[src/rtl/pipe_ctrl.sv]
// Pipeline hazard/redirect controller: memory freeze, branch and interrupt redirects,
// load-use bubbles, memory-timeout flag and a stall-cycle counter.
module pipe_ctrl #(
  parameter logic [31:0] IRQ_VEC = 32'h0000_0100,
  parameter int unsigned TIMEOUT = 16
) (
  input  logic        clk,
  input  logic        rst,
  input  logic [4:0]  ID_rs1,
  input  logic [4:0]  ID_rs2,
  input  logic        ID_use_rs1,
  input  logic        ID_use_rs2,
  input  logic        EX_mem_read,
  input  logic [4:0]  EX_rd,
  input  logic        EX_branch_taken,
  input  logic [31:0] EX_target,
  input  logic        MEM_req,
  input  logic        MEM_ready,
  input  logic        irq,
  output logic        pc_stall,
  output logic        IF_flush,
  output logic [31:0] jmp_data,
  output logic        IF_ID_stall,
  output logic        IF_ID_flush,
  output logic        ID_EX_stall,
  output logic        ID_EX_flush,
  output logic        EX_MEM_stall,
  output logic        MEM_WB_flush,
  output logic        irq_ack,
  output logic        mem_err,
  output logic [31:0] stall_cnt
);

  localparam int unsigned WCW = $clog2(TIMEOUT + 1);
  localparam logic [WCW-1:0] WAIT_MAX = WCW'(TIMEOUT);
  localparam logic [WCW-1:0] WAIT_ERR = WCW'(TIMEOUT - 1);

  localparam logic [0:0] RUN      = 1'b0;
  localparam logic [0:0] MEM_WAIT = 1'b1;

  logic [0:0]     state_q, state_d;
  logic           irq_pending_q, irq_pending_d;
  logic [WCW-1:0] wait_cnt_q, wait_cnt_d;
  logic           mem_err_q, mem_err_d;
  logic [31:0]    stall_cnt_q, stall_cnt_d;

  logic freeze, load_use, irq_take;

  always_comb begin
    freeze   = MEM_req & ~MEM_ready;
    load_use = EX_mem_read & (EX_rd != 5'd0) &
               ((ID_use_rs1 & (ID_rs1 == EX_rd)) | (ID_use_rs2 & (ID_rs2 == EX_rd)));
    irq_take = irq_pending_q & ~freeze & ~EX_branch_taken;
  end

  // Priority chain: freeze > branch > pending irq > load-use.
  always_comb begin
    pc_stall     = 1'b0;
    IF_flush     = 1'b0;
    jmp_data     = '0;
    IF_ID_stall  = 1'b0;
    IF_ID_flush  = 1'b0;
    ID_EX_stall  = 1'b0;
    ID_EX_flush  = 1'b0;
    EX_MEM_stall = 1'b0;
    MEM_WB_flush = 1'b0;
    irq_ack      = 1'b0;
    if (freeze) begin
      pc_stall     = 1'b1;
      IF_ID_stall  = 1'b1;
      ID_EX_stall  = 1'b1;
      EX_MEM_stall = 1'b1;
      MEM_WB_flush = 1'b1;
    end else if (EX_branch_taken) begin
      IF_flush    = 1'b1;
      jmp_data    = EX_target;
      IF_ID_flush = 1'b1;
      ID_EX_flush = 1'b1;
    end else if (irq_pending_q) begin
      IF_flush    = 1'b1;
      jmp_data    = IRQ_VEC;
      IF_ID_flush = 1'b1;
      ID_EX_flush = 1'b1;
      irq_ack     = 1'b1;
    end else if (load_use) begin
      pc_stall    = 1'b1;
      IF_ID_stall = 1'b1;
      ID_EX_flush = 1'b1;
    end
  end

  always_comb begin
    state_d = state_q;
    case (state_q)
      RUN:      if (freeze)  state_d = MEM_WAIT;
      MEM_WAIT: if (!freeze) state_d = RUN;
      default:  state_d = RUN;
    endcase

    irq_pending_d = irq | (irq_pending_q & ~irq_take);

    if (freeze) wait_cnt_d = (wait_cnt_q == WAIT_MAX) ? WAIT_MAX : wait_cnt_q + 1'b1;
    else        wait_cnt_d = '0;

    // wait_cnt_q holds the freeze cycles already completed, so TIMEOUT-1 marks the last one.
    mem_err_d   = mem_err_q | (freeze & (wait_cnt_q >= WAIT_ERR));
    stall_cnt_d = pc_stall ? stall_cnt_q + 32'd1 : stall_cnt_q;
  end

  always_ff @(posedge clk or posedge rst) begin
    if (rst) begin
      state_q       <= RUN;
      irq_pending_q <= 1'b0;
      wait_cnt_q    <= '0;
      mem_err_q     <= 1'b0;
      stall_cnt_q   <= '0;
    end else begin
      state_q       <= state_d;
      irq_pending_q <= irq_pending_d;
      wait_cnt_q    <= wait_cnt_d;
      mem_err_q     <= mem_err_d;
      stall_cnt_q   <= stall_cnt_d;
    end
  end

  assign mem_err   = mem_err_q;
  assign stall_cnt = stall_cnt_q;

endmodule

[config.mk]
export PLATFORM = sky130hd
export DESIGN_NAME = pipe_ctrl
export DESIGN_NICKNAME = d
export VERILOG_FILES = /design/src/rtl/pipe_ctrl.sv
export SDC_FILE = /design/constraint.sdc
export NUM_CORES = 1
export LEC_CHECK = 0
export ABC_AREA = 1
export CAP_MARGIN = 20
export CORE_ASPECT_RATIO = 1.5
export CORE_MARGIN = 2
export CORE_UTILIZATION = 47
export DETAILED_ROUTE_END_ITERATION = 10
export PLACE_DENSITY = 0.87
export SLEW_MARGIN = 5
export SYNTH_ARGS = -nofsm -noshare
export SYNTH_HDL_FRONTEND = slang
export SYNTH_SLANG_ARGS = --single-unit
[constraint.sdc]
create_clock -name clk -period 4.45 [get_ports clk]
set_clock_uncertainty 0.1 [all_clocks]
set_input_delay 0.445 -clock clk [delete_from_list [all_inputs] [get_ports clk]]
set_output_delay 0.445 -clock clk [all_outputs]
set_load 0.05 [all_outputs]
==> impl_results.md <==
- CP Class: in -> out
- Max clock buf depth: 2
- CTS Root Cell: clkbuf_8
- Aggregate global-route resource usage: 25.52%
- Worst-Margin Slew: 534.8 ps
- Largest net degree at the start of global routing: 40
- Met1 WL: about 3300 um
- Final setup fails: 0
- TritonCTS clock tree: yes
- Die width: between 70 and 80 um
- Vias in the first global route: between 3000 and 4000
- Syn_nets: between 500 and 600
- Most frequent cells in the layout: nand2_1, clkdlybuf4s50_1, nor2_1
- Crit Path Max Fanout: 34
- Detail Route met2 WL: ~4700 um
- Setup slack after layout: around 1300 ps
- Top post-synthesis cells by area: dfrtp_1, nand2_1, nor2_1, nand3_1, inv_1
- Unrepaired setup endpoints after global routing: no
- Global-route wire length before repair: around 15000 um
- Clock latency on the worst-skew pair: slightly below 300 ps
- I/O Buffers: roughly 130
- Antenna Nets Post-Route: 0
- Row Count: 36
- Sequential-to-total area share from yosys stat: between 30 and 40%
- Resize count post-CTS: 0
- Critical path's slowest cell: clkdlybuf4s50_1
- Synth unique cells: 28
- Placer Congestion: 0.9387
- Drt drc: 0
- DRT Pass-1 Iters: 4
- Post-CTS Setup Inserts: 0
- Leading area contributor after synthesis: dfrtp_1
- Placed cell areas: around 4400 um2
- Core Util, Final: 69.83%
- Crit start category: input pin
- Crit path cell chain: clkdlybuf4s50_1 -> buf_4 -> o21ai_2 -> buf_4 -> o21ai_0 -> clkdlybuf4s50_1
- Status: completed
- Final worst-path cycle share: a little over two thirds
- Cell Area, Synth: about 3100 um2
- Most common cell after layout, fill and taps aside: nand2_1
- Dpl ws: 1335 ps
- Fin cells: between 700 and 800
- Pins Over Slew Limit: 0
- Max stage delay on crit path: ~730 ps
- Post-synth top area share: 31.33%
- Max cap viols: 0
- Worst EP arrival: roughly 2600 ps
- Max Used Layer: met4
- H-tree Lvls: 2
- TritonCTS Buffers: 5
- CTS sink cnt: 39
- Setup TNS: 0 ps
- Top-Level Pins: 130
- Layout cells sized above 1: under 10%
- Synth Area per Inst: between 6 and 7 um2
- DR WL met3: 620 um
- Crit end category: primary output
- Avg Vias per Cell: between 5 and 6
- # hold bufs at CTS: 0
- Post-route cell area: between 4000 and 5000 um2
- Fin nets: 688
- Hold slack: 387.2 ps
- Core area: between 6000 and 7000 um2
- Tot Pwr: around 1.0 mW
- Initial DRC count: between 200 and 250
- DPL Wire Length: between 6000 and 7000 um
- Synthesized flop and latch total: 39
- PwrDens: around 230 nW/um2
- Critical Path RT: slightly below 4000 ps
- Die height: ~100 um
- Initial antenna violation count: 0
- WL per Instance: between 10 and 15 um
- Die area: roughly 7300 um2
- Synth warn: 0
- Remaining Overflow, GRT: 0
- Fmax: between 300 and 400 MHz
- Initial Util: approximately half
- Area grow syn2layout: 44.38%
- Clk slew on worst S/H paths: roughly 70 ps
- N_diodes: 0
- Static Leak: a little over 2 nW
- Count of final hold-check violations: 0
- Hold WC Path Type: reg -> reg
- Cells after synthesis: just over 500
- Cells after DPL: 697
- Post-layout min period: 3111 ps
- Routed Wire Length: around 9100 um
- Vias: 3544
- Max IR drop VDD: around 200 uV
- Slew margin rel.: 64.24%
## path summary, 6_finish.rpt
kind	start	to	slack (ps)	cells after the start
setup / recovery	EX_branch_taken	ID_EX_flush	1340	6
hold / removal	wait_cnt_q[0]$_DFF_PP0_	wait_cnt_q[0]$_DFF_PP0_	390	1
setup reg to reg	stall_cnt[0]$_DFFE_PP0P_	stall_cnt[16]$_DFFE_PP0P_	2490	10
hold reg to reg	wait_cnt_q[0]$_DFF_PP0_	wait_cnt_q[0]$_DFF_PP0_	390	1
max in group asynchronous	rst	wait_cnt_q[3]$_DFF_PP0_	3460	3
min in group asynchronous	rst	stall_cnt[4]$_DFFE_PP0P_	460	3
## routing by layer
layer | vias to the layer above | GRT usage [%]
li1 | 1794 | -
met1 | 1584 | 27.01
met2 | 132 | 46.02
met3 | 34 | 5.156
met4 | 0 | 13.87
met5 | - | 0
## final cells by class
type	instances	area, um2
Clock buffer	7	76.32
Clock inverter	1	5.005
Fill cell	550	1943
Inverter	36	135.1
Multi-Input combinational cell	413	1869
Sequential cell	39	975.9
Tap cell	76	95.09
Timing Repair Buffer	133	1341
## power breakdown
group	internal [mW]	total, mW	switching (mW)	leakage [nW]
Sequential	0.370	0.396	0.0261	0.534
Combinational	0.138	0.381	0.242	1.50
Clock	0.110	0.235	0.125	0.0422
Total	0.619	1.01	0.393	2.07
## state kept, by name (all words and copies together), names as in the netlist
register and count:
mem_err 1, stall_cnt 32, irq_pending_q 1, wait_cnt_q 5
## Yosys cell counts
library cell / number
a21oi_1: 3
nor2_1: 86
buf_6: 3
o21ai_1: 1
nand3b_1: 13
nand2_1: 223
nor3_1: 1
buf_2: 3
dfrtp_1: 39
clkbuf_1: 6
nor2_4: 4
buf_1: 1
nor2_2: 8
o21bai_1: 2
clkinv_1: 2
ha_1: 4
xor2_1: 10
buf_4: 8
nand2_4: 2
nand3_1: 38
o21ai_0: 2
nor3b_1: 1
inv_1: 26
xnor2_1: 5
nand4_1: 3
inv_2: 8
nand2_2: 6
o21ai_2: 1
## critical path: cells and delay by family
family / cells / cell delay (ps)
buffers and inverters: 4 / 1750
AOI/OAI and AO/OA: 2 / 360
## cells by family after synthesis
| family | count (synthesis) | synth area share (%) |
|---|---|---|
| compound gates | 9 | 1.727 |
| flops | 39 | 31.33 |
| simple gates | 385 | 52.45 |
| buf+inv | 57 | 8.674 |
| fa+ha+maj | 4 | 1.606 |
| xor+xnor | 15 | 4.217 |
(Power assumes the default switching activity.)
